`config.mk`:
```
export PLATFORM = sky130hd
export DESIGN_NAME = ahb_line_fetch
export DESIGN_NICKNAME = d
export VERILOG_FILES = /design/src/rtl/ahb_pkg.sv /design/src/rtl/ahb_line_fetch.sv
export SDC_FILE = /design/constraint.sdc
export NUM_CORES = 1
export LEC_CHECK = 0
export CAP_MARGIN = 5
export CORE_ASPECT_RATIO = 0.9
export CORE_MARGIN = 1.5
export CORE_UTILIZATION = 42
export DETAILED_ROUTE_END_ITERATION = 7
export PLACE_DENSITY_LB_ADDON = 0.1
export SLEW_MARGIN = 0
export SYNTH_ARGS = -nofsm -noshare
export SYNTH_HDL_FRONTEND = slang
export SYNTH_SLANG_ARGS = --single-unit
```
`constraint.sdc`:
```
create_clock -name clk -period 1.8 [get_ports clk]
set_input_delay 0.36 -clock clk [delete_from_list [all_inputs] [get_ports clk]]
set_output_delay 0.36 -clock clk [all_outputs]
set_load 0.01 [all_outputs]
```
`src/rtl/ahb_pkg.sv`:
```
// AHB-Lite encodings and refill FSM states shared by the I-side line fetcher.
package ahb_pkg;

    localparam logic [1:0] HTRANS_IDLE   = 2'b00;
    localparam logic [1:0] HTRANS_NONSEQ = 2'b10;
    localparam logic [1:0] HTRANS_SEQ    = 2'b11;

    localparam logic [2:0] HBURST_SINGLE = 3'b000;
    localparam logic [2:0] HBURST_INCR4  = 3'b011;

    localparam logic [2:0] HSIZE_WORD    = 3'b010;
    localparam logic [3:0] HPROT_INSN    = 4'b0010;

    localparam logic       HRESP_OKAY    = 1'b0;
    localparam logic       HRESP_ERROR   = 1'b1;

    localparam int WORD_W     = 32;
    localparam int LINE_W_DEF = 128;
    localparam int LINE_BEATS = LINE_W_DEF / WORD_W;

    typedef enum logic [2:0] {IDLE, ADDR, DATA, DONE, ERR} fetch_state_t;

endpackage

```
`src/rtl/ahb_line_fetch.sv`:
```
// I-cache refill engine: one AHB-Lite INCR4 word burst per line miss, the
// beats assembled into a line handed back with a four-phase req/ready handshake.
module ahb_line_fetch
    import ahb_pkg::*;
#(
    parameter int CACHE_LINE = LINE_BEATS * WORD_W,
    parameter int ADDR_W     = 32
) (
    input  logic                  clk,
    input  logic                  rst,
    input  logic                  mem_req,
    input  logic [ADDR_W-1:0]     mem_addr,
    output logic [CACHE_LINE-1:0] mem_data_in,
    output logic                  mem_ready,
    output logic                  fetch_err,
    output logic [ADDR_W-1:0]     HADDR,
    output logic [1:0]            HTRANS,
    output logic                  HWRITE,
    output logic [2:0]            HSIZE,
    output logic [2:0]            HBURST,
    output logic [3:0]            HPROT,
    input  logic [WORD_W-1:0]     HRDATA,
    input  logic                  HREADY,
    input  logic                  HRESP
);

    localparam int               BEATS     = CACHE_LINE / WORD_W;
    localparam int               CNT_W     = $clog2(BEATS);
    localparam logic [CNT_W-1:0] LAST_BEAT = CNT_W'(BEATS - 1);

    fetch_state_t          state, state_nxt;
    logic [CNT_W-1:0]      acnt, acnt_nxt;
    logic [CNT_W-1:0]      dcnt, dcnt_nxt;
    logic                  dphase, dphase_nxt;
    logic [ADDR_W-1:0]     haddr_nxt;
    logic [1:0]            htrans_nxt;
    logic [2:0]            hburst_nxt;
    logic                  ready_nxt, err_nxt;
    logic [CACHE_LINE-1:0] line_nxt;

    // Read-only word fetches of instruction data; these never change.
    assign HWRITE = 1'b0;
    assign HSIZE  = HSIZE_WORD;
    assign HPROT  = HPROT_INSN;

    // State and every bus/cache-facing output are registered here.
    always_ff @(posedge clk or negedge rst) begin
        if (!rst) begin
            state       <= IDLE;
            acnt        <= '0;
            dcnt        <= '0;
            dphase      <= 1'b0;
            HADDR       <= '0;
            HTRANS      <= HTRANS_IDLE;
            HBURST      <= HBURST_SINGLE;
            mem_ready   <= 1'b0;
            fetch_err   <= 1'b0;
            mem_data_in <= '0;
        end else begin
            state       <= state_nxt;
            acnt        <= acnt_nxt;
            dcnt        <= dcnt_nxt;
            dphase      <= dphase_nxt;
            HADDR       <= haddr_nxt;
            HTRANS      <= htrans_nxt;
            HBURST      <= hburst_nxt;
            mem_ready   <= ready_nxt;
            fetch_err   <= err_nxt;
            mem_data_in <= line_nxt;
        end
    end

    // Next-state and next-output logic; address and data phases overlap, so
    // acnt tracks accepted addresses and dcnt tracks completed data beats.
    always_comb begin
        state_nxt  = state;
        acnt_nxt   = acnt;
        dcnt_nxt   = dcnt;
        dphase_nxt = dphase;
        haddr_nxt  = HADDR;
        htrans_nxt = HTRANS;
        hburst_nxt = HBURST;
        ready_nxt  = mem_ready;
        err_nxt    = fetch_err;
        line_nxt   = mem_data_in;

        case (state)
            IDLE: begin
                if (mem_req) begin
                    state_nxt  = ADDR;
                    haddr_nxt  = {mem_addr[ADDR_W-1:4], 4'b0000};
                    htrans_nxt = HTRANS_NONSEQ;
                    hburst_nxt = HBURST_INCR4;
                    acnt_nxt   = '0;
                    dcnt_nxt   = '0;
                    dphase_nxt = 1'b0;
                end
            end

            ADDR, DATA: begin
                if (dphase && HRESP == HRESP_ERROR) begin
                    // Cancel the rest of the burst right away; the line is dropped.
                    htrans_nxt = HTRANS_IDLE;
                    hburst_nxt = HBURST_SINGLE;
                    dphase_nxt = 1'b0;
                    if (HREADY) begin
                        state_nxt = DONE;
                        ready_nxt = 1'b1;
                        err_nxt   = 1'b1;
                        line_nxt  = '0;
                    end else begin
                        state_nxt = ERR;
                    end
                end else if (HREADY) begin
                    dphase_nxt = (HTRANS != HTRANS_IDLE);
                    if (HTRANS != HTRANS_IDLE) begin
                        if (acnt == LAST_BEAT) begin
                            htrans_nxt = HTRANS_IDLE;
                            hburst_nxt = HBURST_SINGLE;
                            state_nxt  = DATA;
                        end else begin
                            acnt_nxt   = acnt + 1'b1;
                            haddr_nxt  = HADDR + ADDR_W'(4);
                            htrans_nxt = HTRANS_SEQ;
                        end
                    end
                    if (dphase) begin
                        // Beat k lands in word k, matching the cache's offset slice.
                        for (int i = 0; i < BEATS; i++) begin
                            if (dcnt == CNT_W'(i)) line_nxt[i*WORD_W +: WORD_W] = HRDATA;
                        end
                        dcnt_nxt = dcnt + 1'b1;
                        if (dcnt == LAST_BEAT) begin
                            state_nxt = DONE;
                            ready_nxt = 1'b1;
                        end
                    end
                end
            end

            ERR: begin
                if (HREADY) begin
                    state_nxt = DONE;
                    ready_nxt = 1'b1;
                    err_nxt   = 1'b1;
                    line_nxt  = '0;
                end
            end

            DONE: begin
                if (!mem_req) begin
                    state_nxt = IDLE;
                    ready_nxt = 1'b0;
                    err_nxt   = 1'b0;
                end
            end

            default: state_nxt = IDLE;
        endcase
    end

endmodule

```
# Yosys cells after proc, flatten, opt, wreduce, memory -nomap -nowiden

Index checks and enable logic that the tools add are counted.

Bits in registers: 175
Output and inout port bits: 175

Add/sub/neg operators: 3
Equal/unequal tests: 25
Mux-type cells: 62
Reduce and logical (&&, ||, !) cells: 20

Operators by type and width:

| kind                    | number |
|---|---|
| $mux W128               | 4 |
| $mux W32                | 9 |
| $pmux W128 S2           | 1 |
| $pmux W32 S2            | 1 |
| $mux W3                 | 15 |
| $add A32 B3 Y32 const B | 1 |
| $mux W2                 | 13 |
| $ne A3 B3 Y1 const B    | 8 |
| $reduce_and A4 Y1       | 6 |
| $ne A2 B2 Y1 const B    | 9 |
| $reduce_and A5 Y1       | 3 |
| $pmux W2 S2             | 3 |
| $pmux W3 S4             | 1 |
| $mux W1                 | 11 |
| $eq A2 B2 Y1 const B    | 3 |
| $eq A3 B2 Y1 const B    | 2 |
| $pmux W1 S3             | 2 |
| $pmux W3 S2             | 1 |
| $reduce_and A3 Y1       | 2 |
| $reduce_and A6 Y1       | 1 |
| $reduce_bool A2 Y1      | 3 |
| $add A2 B1 Y2 const B   | 2 |
| $eq A3 B1 Y1 const B    | 1 |
| $eq A3 B3 Y1 const B    | 1 |
| 7 further kinds         | 7 |

# Logic depth before layout (Yosys ltp)

Gate-level depths: netlist (run 1).

Depth after elaboration: 8
Mapped depth: 8

# Worst setup path before layout (run 1)

Ideal clock, no wire load.

Kind: register -> register
Start point: reg HADDR[2]
End point: reg HADDR[30]
Setup time: 0.094 ns
Data arrival time: 1.892 ns
Required time: 1.706 ns
Slack: -0.185 ns
Cell stages (with the launch flop): 7
Cells stage by stage: dfrtp_1 -> ha_1 -> nand2_1 -> nor4_4 -> nand4_2 -> or3_1 -> a211oi_1

Cells in the longest elaborated chain, start to end: 6

Ends and longest elaborated chain:

| what                     | RTL line              | text |
|---|---|---|
| start: declaration       | ahb_line_fetch.sv:16  | `output logic [ADDR_W-1:0] HADDR,` |
| start signal: assignment | ahb_line_fetch.sv:64  | `HADDR <= haddr_nxt;` |
| $add A32 B3 Y32          | ahb_line_fetch.sv:123 | `haddr_nxt = HADDR + ADDR_W'(4);` |
| $mux W32                 | ahb_line_fetch.sv:117 | `if (acnt == LAST_BEAT) begin` |
| $mux W32                 | ahb_line_fetch.sv:116 | `if (HTRANS != HTRANS_IDLE) begin` |
| $mux W32                 | ahb_line_fetch.sv:114 | `end else if (HREADY) begin` |
| $mux W32                 | ahb_line_fetch.sv:101 | `if (dphase && HRESP == HRESP_ERROR) begin` |
| $pmux W32 S2             | ahb_line_fetch.sv:87  | `case (state)` |

Every way passes these cells. The select of a mux whose other input is x is not followed.
A chain may end at the register's enable or synchronous reset.

# Final worst setup path (run 1)

Same ends and word-level chain as after synthesis.

==> flow_summary.json, run 1 <==
{
  "reg2regPathDepth": 7,
  "cts_tree": "yes",
  "htreeDepth": 4,
  "numCtsBuffers": 17,
  "cp.required_ns": 2.15,
  "io_pins": 244,
  "critical_path.max_fanout": 3,
  "drt_iter0_markers": 520,
  "most-common-layout-cells": "204 x clkdlybuf4s50_1, 161 x dfrtp_1, 129 x a22o_1",
  "clk_latency_ns": 0.44,
  "first_pass_iters": 4,
  "setup_viol": 6,
  "grtUsageMet2_pct": 41.1,
  "drv_slew": 0,
  "antenna_found_initial": 0,
  "min_period_over_period_pct": 105,
  "area_delta_synth_final_pct": 59.7,
  "die_y_um": 130,
  "status": "finished with violations",
  "die_w_um": 144,
  "synth_edf_count": 0,
  "r2r-end": "HADDR[30]",
  "wl_per_cell_um": 21.3,
  "critical_path.max_stage_delay_ns": 0.41,
  "synth_cell_types": 57,
  "routabilityCongestion": 0.916,
  "rsz0062_at_grt": "yes",
  "rrSetupSlack_ns": -0.09,
  "total_power_mw": 20.9,
  "worst_hold_path_type": "primary input to async pin",
  "setup_tns_ns": -0.274,
  "hold_violations": 0,
  "cap_violations": 0,
  "hpwl_um": 16600,
  "cts_sinks": 171,
  "dp_slack_ns": -0.445,
  "initial_core_util_pct": 42.8,
  "fin_util_pct": 68.3,
  "nNetsFinal": 1047,
  "skew_ns": 0.0171,
  "final_common_cell": "clkdlybuf4s50_1",
  "whs_ns": 0.370,
  "synth_seq_cells": 171,
  "grt_max_degree": 52,
  "via_per_inst": 5.81,
  "row_count": 46,
  "path_cells": "buf_6 > ha_4 > nand2_4 > nor4_4 > nand4_2 > or3_4 > a211oi_2",
  "crit_start": "HADDR[2]",
  "cp_slowest_cell": "or3_4",
  "crit_type": "register to register",
  "endpoint": "HADDR[30]",
  "yosysSeqAreaShare_pct": 57.0,
  "crit_arrival_ns": 2.25,
  "port_buffers": 228,
  "fp.coreArea_um2": 17600,
  "worstSetupStartpointType": "register",
  "powerDensity_nw_per_um2": 1740,
  "rr_startpoint": "HADDR[2]",
  "max_freq_mhz": 528,
  "synthFlopType": "dfrtp_1",
  "violations": "setup timing",
  "antenna_cells": 0,
  "ys_warn_count": 0,
  "vias": 7118,
  "grt_pass1_wl_um": 37500,
  "netlist_area_um2": 7510,
  "drive_above_1_share_pct": 22.3,
  "clk_pin_slew_ns": 0.08,
  "max-vdd-ir-drop_v": 0.00115,
  "dieArea_um2": 18700,
  "overflow": 0,
  "grt_use_total_pct": 25.9,
  "ctsRootBufferMaster": "clkbuf_16",
  "netlist_instances": 654,
  "grtUsageMet3_pct": 5.32,
  "fin_ws_ns": -0.0946,
  "cp-end-kind": "register",
  "p_leak_nw": 5.33,
  "cts_max_path_buffers": 2,
  "ant_nets": 0,
  "async_flop_share_pct": 100,
  "grt_busiest_layer": "met2",
  "synth.avg_cell_area_um2": 11.5,
  "drt_wl_total_um": 26100,
  "fin_crit_ns": 1.89,
  "drc": 0,
  "grt_pass1_vias": 6867,
  "grt_util_met1_pct": 36.1
}
[critical path, delay by kind of cell, from the launching register on]
| kind | cells | cell delay [ns] |
|---|---|---|
| AO/OA/AOI/OAI | 1 | 0.20 |
| buffers and inverters | 1 | 0.13 |
| adder cells (fa/ha/maj) | 1 | 0.14 |
| AND/OR/NAND/NOR | 4 | 0.95 |
| flip-flops | 1 | 0.38 |
[state kept, by name, indices dropped and copies added (netlist names)]
register	count
fetch_err	1
dcnt	2
acnt	2
HBURST	1
mem_data_in	128
HADDR	30
state	3
HTRANS	2
mem_ready	1
dphase	1
[power breakdown]
group / total, mW / switching [mW] / internal, mW
sequential: 6.13 / 0.976 / 5.15
clock: 3.82 / 1.80 / 2.02
combinational: 11.0 / 5.13 / 5.83
[area by class of cell]
| cell class | instances | area [um^2] |
|---|---|---|
| clock inverter | 15 | 194 |
| inverter | 7 | 26.3 |
| fill | 1305 | 5560 |
| sequential | 171 | 4290 |
| tap | 240 | 300 |
| timing repair buffer | 352 | 3530 |
| multi-input combinational | 423 | 3230 |
| clock buffer | 17 | 425 |
[repair_timing]
item                                   CTS  global route
endpoints found under the hold margin   29             0
resized for setup                       45            54
pin swaps                                4            16
buffers inserted                        11            19
hold buffers                             1             0
setup endpoints to repair              125           160
gates cloned                             1             7
[cells by family after synthesis]
logic type	share of synthesized area (%)
simple gates	11.0
buf+inv	4.57
compound gates	25.5
mux	0.700
xor+xnor	0.117
other cells	0.100
flops	57.0
fa+ha+maj	1.00
[synth_stat cells, types with 6 or more instances]
| library cell | instances | area [um^2] |
|---|---|---|
| a2bb2oi_1 | 12 | 105 |
| nand2b_1 | 9 | 56.3 |
| a21oi_1 | 28 | 140 |
| buf_2 | 30 | 150 |
| clkbuf_1 | 16 | 60.1 |
| ha_1 | 6 | 75.1 |
| a22o_1 | 129 | 1130 |
| inv_1 | 7 | 26.3 |
| nor2_1 | 32 | 120 |
| buf_4 | 12 | 90.1 |
| o22ai_1 | 10 | 62.6 |
| nand3_1 | 18 | 90.1 |
| o21ai_0 | 29 | 145 |
| dfrtp_1 | 171 | 4280 |
| nor4_1 | 6 | 37.5 |
| nand2_1 | 36 | 135 |
| nand4_1 | 9 | 56.3 |
| nor2b_1 | 6 | 37.5 |
| and3_1 | 9 | 56.3 |
[stage by stage]
| step | area (um^2) | std cells |
|---|---|---|
| finish | 12000 | 1225 |
| global route | 12000 | 1225 |
| CTS | 11500 | 1201 |
| detailed placement | 10700 | 1156 |
| global placement | 10700 | 1156 |
| floorplan | 7570 | 663 |
[worst min path at each step]
stage,to,slack (ns),cells after the start
floorplan,HADDR[10],0.06,0
global placement,mem_data_in[21],0.26,1
detailed placement,mem_data_in[21],0.26,1
CTS,mem_data_in[21],0.37,2
global route,mem_data_in[21],0.40,2
finish,mem_data_in[21],0.37,2
[routing by layer]
| metal | part of all wire, % | wire [um] | up-vias |
|---|---|---|---|
| li1 | - | - | 3111 |
| met1 | 44 | 11500 | 3634 |
| met2 | 47 | 12300 | 335 |
| met3 | 7.0 | 1830 | 38 |
| met4 | 1.9 | 490 | 0 |
| met5 | 0 | 0 | - |
(Power assumes the default switching activity.)
==> run 2, diff against run 1 <==
--- a/config.mk
+++ b/config.mk
@@ -11,7 +11,7 @@
 export CORE_UTILIZATION = 42
 export DETAILED_ROUTE_END_ITERATION = 7
 export PLACE_DENSITY_LB_ADDON = 0.1
-export SLEW_MARGIN = 0
+export SLEW_MARGIN = 5
 export SYNTH_ARGS = -nofsm -noshare
 export SYNTH_HDL_FRONTEND = slang
 export SYNTH_SLANG_ARGS = --single-unit
==> results of run 2 <==
Final layout, timing and power as in run 1 (identical DEF).
